`config.mk`:
```
export PLATFORM = sky130hd
export DESIGN_NAME = draw_text_reader
export DESIGN_NICKNAME = d
export VERILOG_FILES = /design/src/rtl/text_pkg.sv /design/src/rtl/signal_delay.sv /design/src/rtl/draw_text_reader.sv
export SDC_FILE = /design/constraint.sdc
export NUM_CORES = 1
export LEC_CHECK = 0
export BUFFER_PORTS_ARGS = -buffer_cell sky130_fd_sc_hd__buf_4
export CORE_MARGIN = 2
export CORE_UTILIZATION = 32
export CTS_CLUSTER_SIZE = 25
export DETAILED_ROUTE_END_ITERATION = 8
export HOLD_SLACK_MARGIN = 0.1
export SLEW_MARGIN = 10
export SYNTH_ARGS = -nofsm -noshare
export SYNTH_HDL_FRONTEND = slang
export SYNTH_HIERARCHICAL = 1
export SYNTH_SLANG_ARGS = --single-unit
```
`constraint.sdc`:
```
create_clock -name clk -period 4.4 [get_ports clk]
set_input_delay 0.44 -clock clk [delete_from_list [all_inputs] [get_ports clk]]
set_output_delay 0.44 -clock clk [all_outputs]
set_load 0.05 [all_outputs]
```
`src/rtl/text_pkg.sv`:
```
// Shared constants and types for the text overlay reader.
package text_pkg;
  localparam int CHAR_W       = 8;
  localparam int CHAR_H       = 16;
  localparam int CHAR_XY_W    = 12;
  localparam int CHAR_CODE_W  = 7;
  localparam int CHAR_LINE_W  = 11;
  localparam int TEXT_LATENCY = 4;

  typedef enum logic {SHOW = 1'b0, HIDE = 1'b1} blink_state_t;
endpackage

```
`src/rtl/signal_delay.sv`:
```
// Fixed-depth register delay line with asynchronous active-low clear.
module signal_delay #(
  parameter int WIDTH   = 8,
  parameter int CLK_DEL = 1
) (
  input  logic             clk,
  input  logic             rst_n,
  input  logic [WIDTH-1:0] din,
  output logic [WIDTH-1:0] dout
);
  logic [CLK_DEL-1:0][WIDTH-1:0] taps;

  always_ff @(posedge clk or negedge rst_n) begin
    if (!rst_n) begin
      taps <= '0;
    end else begin
      taps[0] <= din;
      for (int i = 1; i < CLK_DEL; i++) taps[i] <= taps[i-1];
    end
  end

  assign dout = taps[CLK_DEL-1];
endmodule

```
`src/rtl/draw_text_reader.sv`:
```
// Text overlay: addresses the char ROM from the VGA stream, builds the font line
// address and paints set glyph pixels inside a fixed rectangle, with optional blink.
module draw_text_reader
  import text_pkg::*;
#(
  parameter int          XPOS         = 100,
  parameter int          YPOS         = 50,
  parameter int          COLS         = 32,
  parameter int          ROWS         = 1,
  parameter logic [11:0] TEXT_COLOR   = 12'hFFF,
  parameter int          BLINK_FRAMES = 0
) (
  input  logic                   clk,
  input  logic                   rst_n,
  input  logic                   en,
  input  logic [10:0]            hcount_in,
  input  logic [10:0]            vcount_in,
  input  logic                   hsync_in,
  input  logic                   vsync_in,
  input  logic                   hblnk_in,
  input  logic                   vblnk_in,
  input  logic [11:0]            rgb_in,
  output logic [CHAR_XY_W-1:0]   char_xy,
  input  logic [CHAR_CODE_W-1:0] char_code,
  output logic [CHAR_LINE_W-1:0] char_line,
  input  logic [7:0]             char_pixels,
  output logic [10:0]            hcount_out,
  output logic [10:0]            vcount_out,
  output logic                   hsync_out,
  output logic                   vsync_out,
  output logic                   hblnk_out,
  output logic                   vblnk_out,
  output logic [11:0]            rgb_out
);
  localparam logic [10:0] X0 = 11'(XPOS);
  localparam logic [10:0] Y0 = 11'(YPOS);
  localparam logic [10:0] XW = 11'(COLS * CHAR_W);
  localparam logic [10:0] YH = 11'(ROWS * CHAR_H);
  localparam int          BW = 1 + 3 + 1 + 12 + 4 + 22;

  logic [10:0]          xo, yo;
  logic                 in_rect;
  logic [CHAR_XY_W-1:0] idx;

  assign xo = hcount_in - X0;
  assign yo = vcount_in - Y0;
  // Range check first so negative offsets never wrap into the rectangle.
  assign in_rect = (hcount_in >= X0) && (xo < XW) && (vcount_in >= Y0) && (yo < YH);
  assign idx = CHAR_XY_W'(yo[10:4]) * CHAR_XY_W'(COLS) + CHAR_XY_W'(xo[10:3]);

  logic [1:0] vld_pipe;
  logic       frame_start;

  always_ff @(posedge clk or negedge rst_n) begin
    if (!rst_n) begin
      char_xy     <= '0;
      vld_pipe    <= '0;
      frame_start <= 1'b0;
    end else begin
      char_xy     <= in_rect ? idx : '0;
      vld_pipe    <= {vld_pipe[0], 1'b1};
      frame_start <= (hcount_in == 11'd0) && (vcount_in == 11'd0);
    end
  end

  // Stream bundle delayed to line up with char_pixels.
  logic [BW-1:0] bnd_d3;
  logic          en_d3, in_rect_d3, hs_d3, vs_d3, hb_d3, vb_d3;
  logic [2:0]    xo_d3;
  logic [11:0]   rgb_d3;
  logic [10:0]   hc_d3, vc_d3;
  logic [3:0]    row_d2;

  signal_delay #(.WIDTH(BW), .CLK_DEL(TEXT_LATENCY-1)) u_stream_dly (
    .clk  (clk),
    .rst_n(rst_n),
    .din  ({en, xo[2:0], in_rect, rgb_in, hsync_in, vsync_in, hblnk_in, vblnk_in,
            hcount_in, vcount_in}),
    .dout (bnd_d3)
  );
  assign {en_d3, xo_d3, in_rect_d3, rgb_d3, hs_d3, vs_d3, hb_d3, vb_d3, hc_d3, vc_d3} = bnd_d3;

  // Row must arrive alongside char_code, which the ROM returns a cycle after char_xy.
  signal_delay #(.WIDTH(4), .CLK_DEL(2)) u_row_dly (
    .clk  (clk),
    .rst_n(rst_n),
    .din  (yo[3:0]),
    .dout (row_d2)
  );

  assign char_line = vld_pipe[1] ? {char_code, row_d2} : '0;

  blink_state_t state, state_nxt;
  logic [15:0]  cnt, cnt_nxt;
  logic         visible;

  always_ff @(posedge clk or negedge rst_n) begin
    if (!rst_n) begin
      state <= SHOW;
      cnt   <= '0;
    end else begin
      state <= state_nxt;
      cnt   <= cnt_nxt;
    end
  end

  always_comb begin
    state_nxt = state;
    cnt_nxt   = cnt;
    if (!en || BLINK_FRAMES == 0) begin
      state_nxt = SHOW;
      cnt_nxt   = '0;
    end else if (frame_start) begin
      if (cnt == 16'(BLINK_FRAMES - 1)) begin
        cnt_nxt   = '0;
        state_nxt = (state == SHOW) ? HIDE : SHOW;
      end else begin
        cnt_nxt = cnt + 16'd1;
      end
    end
  end

  assign visible = (state == SHOW);

  logic pix_bit;
  assign pix_bit = char_pixels[3'd7 - xo_d3];

  always_ff @(posedge clk or negedge rst_n) begin
    if (!rst_n) begin
      hcount_out <= '0;
      vcount_out <= '0;
      hsync_out  <= 1'b0;
      vsync_out  <= 1'b0;
      hblnk_out  <= 1'b0;
      vblnk_out  <= 1'b0;
      rgb_out    <= '0;
    end else begin
      hcount_out <= hc_d3;
      vcount_out <= vc_d3;
      hsync_out  <= hs_d3;
      vsync_out  <= vs_d3;
      hblnk_out  <= hb_d3;
      vblnk_out  <= vb_d3;
      rgb_out    <= (in_rect_d3 && pix_bit && en_d3 && visible && !hb_d3 && !vb_d3)
                    ? TEXT_COLOR : rgb_d3;
    end
  end
endmodule

```
==> results of run 1 <==
## registers in the layout, summed over array words and instances (netlist names), 4 cells and up
signal,flops
u_row_dly/taps,4
u_stream_dly/dout,43
rgb_out,12
char_xy,12
vcount_out,11
hcount_out,11
u_row_dly/dout,4
u_stream_dly/taps,86
## where the power goes
part           total, mW  switching, mW  leakage [nW]  internal, mW
clock               1.47          0.657         0.270         0.809
sequential          1.84         0.0232          2.23          1.82
combinational      0.282          0.183         0.960        0.0992
## worst min path at each step
stage | end | start | depth (start not counted)
floorplan | char_xy[0] | rst_n | 0
global placement | u_stream_dly/taps[67] | u_stream_dly/taps[24] | 0
detailed placement | u_stream_dly/dout[37] | u_stream_dly/taps[80] | 0
CTS | u_stream_dly/taps[29] | rgb_in[3] | 1
global route | u_stream_dly/taps[31] | rgb_in[5] | 1
finish | char_xy[9] | rst_n | 1
## placed cells by master (no fill, tap or decap), types with 3 or more instances in the layout
cell	count
inv_6	3
nand2b_1	15
nor3_1	4
buf_4	115
xor2_1	6
ha_1	5
xnor2_1	5
nand2_1	4
dlygate4sd3_1	4
nor2_1	6
a31oi_1	3
and2_1	12
dfrtp_1	189
clkbuf_16	17
a21oi_1	3
clkinvlp_4	4
inv_1	12
conb_1	4
## critical path, stage by stage
cell and delay (ns):
buf_4 0.10, inv_1 0.05, ha_1 0.20, nand2b_1 0.16, a31oi_1 0.13, xnor2_1 0.35, inv_1 0.09, ha_1 0.23
inv_1 0.07, fa_1 0.40, nor3_1 0.20
## area by class of cell
class | count | share of cell area [%]
clock buffer | 19 | 6.09
clock inverter | 13 | 1.81
inverter | 12 | 0.619
multi-input combinational | 92 | 9.68
sequential | 189 | 65.0
tap | 229 | 3.94
timing repair buffer | 121 | 12.9
## timing repair
item                                   in CTS  in global routing
endpoints found under the hold margin       0                  4
hold buffers                                0                  4
buffers inserted                            0                  0
## metal layers
metal | vias to the layer above | part of all wire [%] | track usage [%]
met5 | - | 0 | 0
met4 | 0 | 2.5 | 5.32
met3 | 19 | 4.3 | 3.59
met2 | 74 | 48 | 15.3
met1 | 1340 | 45 | 13.0
li1 | 1219 | - | -
## metrics by stage
step	cell area, um2	setup slack (ns)	power (mW)	cells
6_report	7280	2.32	3.59	675
5_1_grt	7280	2.18	3.76	675
4_1_cts	7240	2.32	3.65	671
3_5_place_dp	6660	1.85	2.16	639
3_3_place_gp	6660	1.98	2.16	639
2_1_floorplan	5840	2.21	2.04	342
## logic make-up after synthesis
group / count (synthesis) / synth area share [%]
DFF: 189 / 81.1
muxes: 3 / 0.944
and+or+nand+nor: 49 / 5.15
other: 2 / 0.129
xor gates and xnor gates: 11 / 1.65
adders and majority gates: 6 / 1.42
AOI/OAI and AO/OA: 19 / 2.66
buffers and inverters: 61 / 6.95
==> key figures, run 1 <==
Critical path
  – Req. time, crit path: 4.73 ns
  – Reg2reg end: rgb_out[1]
  – Worst R2R Setup Slack: 2.76 ns
  – Kind of critical path: in -> reg
  – R2R depth: 4
  – Crit start category: input port
  – Crit path capture type: flip-flop
  – Worst setup endpoint: char_xy[6]
  – CP max FO: 4
  – Arr. time, crit path: 2.42 ns
  – Crit path from: hcount_in[2]
  – FF-to-FF Start: u_stream_dly/dout[39]

Synth
  – Unique cell type count in the Yosys netlist: 36
  – Cell area after synthesis: 0.00583 mm2
  – Synth area leader: dfrtp_1
  – Number of synthesized flops with an enable pin: 0
  – Synth Flop Type: dfrtp_1
  – Asr flop ratio synth: 100%
  – Area contributors post-synth: dfrtp_1 81%, buf_4 6.1%, nand2b_1 1.6%
  – Post-synthesis sequential area ratio: 81.1%
  – Syn Area/Cell: 17.2 um2
  – Yosys warnings: 6
  – Top-area cell type share of the netlist area: 81.1%
  – #FFs+latches synth: 189
  – Syn Inst Count: 340
  – Cell with the most instances after synthesis: dfrtp_1
  – Top post-synthesis cells by count: 189 x dfrtp_1, 47 x buf_4, 15 x nand2b_1

STA
  – RSZ-0062 raised after global routing: no
  – Final setup viols: 0
  – Fmax: 0.480 GHz
  – Max-slew violation count: 0
  – Min cycle time layout: 2.08 ns
  – Least-Margin Pin Slew: 0.768 ns
  – Setup TNS: 0 ns
  – Clock Skews: 0.0105 ns
  – Slew HR: 48.8%
  – Worst Hold Slack: 0.0728 ns
  – Final Hold Fails: 0
  – Crit share post-route: 47.4%

Floorplan
  – Placeable Area: 0.0179 mm2
  – Die H: 139 um
  – # IOs: 117
  – Die width: 139 um
  – Row Count: 49
  – Die area: 0.0193 mm2
  – Starting Density: 32.6%

Layout
  – Antenna cell count: 0
  – Layout cell share with drive strength beyond 1: 35.2%
  – Register Area: 0.00473 mm2
  – Utilization after layout: 40.6%
  – Fill cells: 1640
  – Multi-input gate area: 704 um2
  – Nets: 495
  – P&R area growth vs syn: 24.8%

Clocking
  – H-Tree Depth: 4
  – CTS tree: yes
  – Num CTS Buffers: 17
  – CTS Buffer Depth: 2
  – Clk sinks: 189
  – Clock root buffer: clkbuf_16
  – Worst-path clk slew: 0.07 ns
  – CTS resizes: 0
  – Clk_lat worst skew: 0.42 ns

Power and ir drop
  – Max VDD drop: 0.238 mV
  – Cell area power density: 494 mW/mm2
  – Leakage: 3.46 nW

GRT
  – Total track usage: 10.1%
  – Largest net degree at the start of global routing: 102
  – Number of global-route vias before repair: 2896
  – Antenna violations before repair: 0
  – Congestion Overflow GR: 0
  – First-pass GRT wire length: 14900 um

Placed design
  – Hpwl dp: 6150 um
  – Port bufs: 116
  – GP Congestion: 0.689

Drt
  – DR iter-0 viols: 174
  – Wire length per cell: 13.4 um
  – Total wire length: 9040 um
  – Pre-antenna DRT Iters: 4
  – Drt drc: 0
  – DRT antenna net count: 0
  – Routed vias: 2652
  – Vias per inst: 3.93

Job
  – Max_cap viols: 0

Worst hold path
  – Hold Path Class: in -> async

Outcome
  – Run status: complete, no violations
(Power assumes the default switching activity.)
==> run 2: changes to the inputs <==
clock period = 2.2 ns   (was 4.4 ns; I/O delays follow)
==> run 2 against run 1 <==
Against the previous run: sequential cell count did not move; utilization is 2.7 points higher; non-clock buffer count up 42; clock skew decreased by 0.0034 ns; combinational power rose by 130%; worst setup slack got worse by 2.3 ns.
==> key figures, run 2 (synthesized netlist as in run 1, its figures left out) <==
Layout
  – Fill cells: 1606 (was 1640)
  – P&R area growth vs syn: 33.2% (was 24.8%)
  – Finished Cell Area: 0.00777 mm2 (was 0.00728 mm2)
  – Leading cell type in the layout, fill and taps excluded: dfrtp_1 (unchanged)
  – Commonest cells after routing, fill and taps aside: 189 x dfrtp_1, 119 x buf_4, 40 x dlygate4sd3_1, 17 x clkbuf_16, 15 x nand2b_1 (was 189 x dfrtp_1, 115 x buf_4, 17 x clkbuf_16, 15 x nand2b_1)
  – Most flop-heavy register: u_stream_dly/taps (unchanged)
  – Nets: 537 (was 495)
  – Layout cell share with drive strength beyond 1: 35.0% (was 35.2%)
  – Max reg flops: 86 (unchanged)
  – Antenna cell count: 0 (unchanged)

STA
  – Min cycle time layout: 2.14 ns
  – Fmax: 0.467 GHz
  – Max-slew violation count: 0 (unchanged)
  – Setup TNS: 0 ns (unchanged)
  – Final Hold Fails: 0 (unchanged)
  – Slew HR: 58.2% (was 48.8%)
  – Final setup viols: 0 (unchanged)
  – Worst Hold Slack: 0.345 ns (was 0.0728 ns)
  – Least-Margin Pin Slew: 0.618 ns (was 0.768 ns)
  – Clock Skews: 0.00713 ns (was 0.0105 ns)
  – Crit share post-route: 97.3%
  – Setup slack after layout: 0.0600 ns (was 2.32 ns)

GRT
  – First-pass GRT wire length: 15500 um (was 14900 um)
  – Largest net degree at the start of global routing: 73 (was 102)
  – Congestion Overflow GR: 0 (unchanged)
  – Antenna violations before repair: 0 (unchanged)
  – Total track usage: 10.5% (was 10.1%)
  – Number of global-route vias before repair: 3122 (was 2896)

Clocking
  – Clk sinks: 189 (unchanged)
  – Clock root buffer: clkbuf_16 (unchanged)
  – Num CTS Buffers: 17 (unchanged)
  – Worst-path clk slew: 0.07 ns (about the same)
  – CTS tree: yes (unchanged)
  – H-Tree Depth: 4 (unchanged)
  – Clk_lat worst skew: 0.43 ns (was 0.42 ns)
  – CTS Buffer Depth: 2 (unchanged)

Critical path
  – CP max FO: 4 (unchanged)
  – Req. time, crit path: 2.51 ns (was 4.73 ns)
  – Crit path capture type: flip-flop (unchanged)
  – Arr. time, crit path: 2.45 ns (was 2.42 ns)
  – Crit start category: input port (unchanged)
  – Kind of critical path: in -> reg (unchanged)

Power and ir drop
  – Total power: 7.35 mW (was 3.59 mW)
  – Int Power: 5.52 mW (was 2.73 mW)
  – NetSw: 1.83 mW (was 0.863 mW)
  – Switching part of the total: 24.9% (was 24.0%)
  – Max VDD drop: 0.499 mV (was 0.238 mV)
  – Power share of the combinational group: 8.8% (was 7.9%)
  – Cell area power density: 946 mW/mm2 (was 494 mW/mm2)
  – Seq pwr share: 50.2% (was 51.3%)
  – Clock share of power: 41.0% (was 40.8%)
  – Leakage: 3.67 nW (was 3.46 nW)

Floorplan
  – Die H: 139 um (unchanged)
  – # IOs: 117 (unchanged)
  – Die area: 0.0193 mm2 (unchanged)
  – Starting Density: 32.6% (unchanged)
  – Placeable Area: 0.0179 mm2 (unchanged)
  – Row Count: 49 (unchanged)
  – Die width: 139 um (unchanged)

Job
  – Max_cap viols: 0 (unchanged)

Drt
  – DR iter-0 viols: 142 (was 174)
  – Vias per inst: 3.96 (was 3.93)
  – Drt drc: 0 (unchanged)
  – Total wire length: 9350 um (was 9040 um)
  – Wire length per cell: 13.0 um (was 13.4 um)
  – Routed vias: 2839 (was 2652)
  – Pre-antenna DRT Iters: 4 (unchanged)
  – DRT antenna net count: 0 (unchanged)

Placed design
  – Worst slack at placement: 0.0917 ns (was 1.85 ns)
  – Hpwl dp: 6220 um (was 6150 um)
  – GP Congestion: 0.707 (was 0.689)
  – Placed Area: 0.00672 mm2 (was 0.00666 mm2)
  – Port bufs: 116 (unchanged)

Worst hold path
  – Hold Path Class: reg -> reg (was in -> async)

Outcome
  – Run status: complete, no violations (unchanged)
==> run 2: critical path, cell delays in order <==
cell and delay [ns]:
dlygate4sd3_1 0.53, buf_4 0.14, or3_1 0.40, o221a_2 0.29, inv_1 0.09, ha_1 0.23
a21o_1 0.19, a21oi_2 0.14, xnor2_1 0.14, nor2_1 0.07
==> run 2: repair_timing <==
action	CTS	global route
endpoints found under the hold margin	117	0
resized for setup	0	7
hold buffers	40	0
setup buffers	0	2
setup endpoints to repair	0	3
==> run 2: final cells by class <==
cell class / instances / area, um2 / area share [%]
tap: 229 / 287 / 3.69
inverter: 12 / 45.0 / 0.580
clock buffer: 17 / 425 / 5.48
timing repair buffer: 163 / 1370 / 17.6
multi-input combinational: 92 / 737 / 9.49
sequential: 189 / 4730 / 60.9
clock inverter: 15 / 178 / 2.29
==> run 2: per-stage QoR <==
stage               util [%]  std cells
finish                  43.4        717
global route            43.4        717
CTS                     43.1        715
detailed placement      37.5        643
global placement        37.5        643
floorplan                  -        342
==> run 2: path summary, 6_finish.rpt <==
| check | from | endpoint | slack (ns) | cells past startpoint |
|---|---|---|---|---|
| max | hcount_in[9] | char_xy[8] | 0.06 | 10 |
| min | u_stream_dly/taps[63] | u_stream_dly/dout[20] | 0.35 | 0 |
| max reg2reg | u_stream_dly/dout[39] | rgb_out[10] | 0.53 | 4 |
| min reg2reg | u_stream_dly/taps[63] | u_stream_dly/dout[20] | 0.35 | 0 |
| max in group asynchronous | rst_n | u_stream_dly/dout[36] | 1.17 | 3 |
| min in group asynchronous | rst_n | char_xy[10] | 0.40 | 2 |
==> run 2: metal layers <==
layer | up-vias | track usage [%] | routed length [um]
li1 | 1307 | - | -
met1 | 1424 | 12.8 | 4080
met2 | 84 | 16.0 | 4520
met3 | 24 | 3.94 | 444
met4 | 0 | 6.01 | 312
met5 | - | 0 | 0
==> run 2: power groups by stage <==
| stage | Sequential, mW | Combinational [mW] | Clock, mW |
|---|---|---|---|
| floorplan | 3.88 | 0.208 | 0 |
| global placement | 3.75 | 0.572 | 0 |
| detailed placement | 3.76 | 0.584 | 0 |
| CTS | 3.69 | 0.641 | 3.12 |
| global route | 3.70 | 0.699 | 3.28 |
| finish | 3.69 | 0.648 | 3.02 |
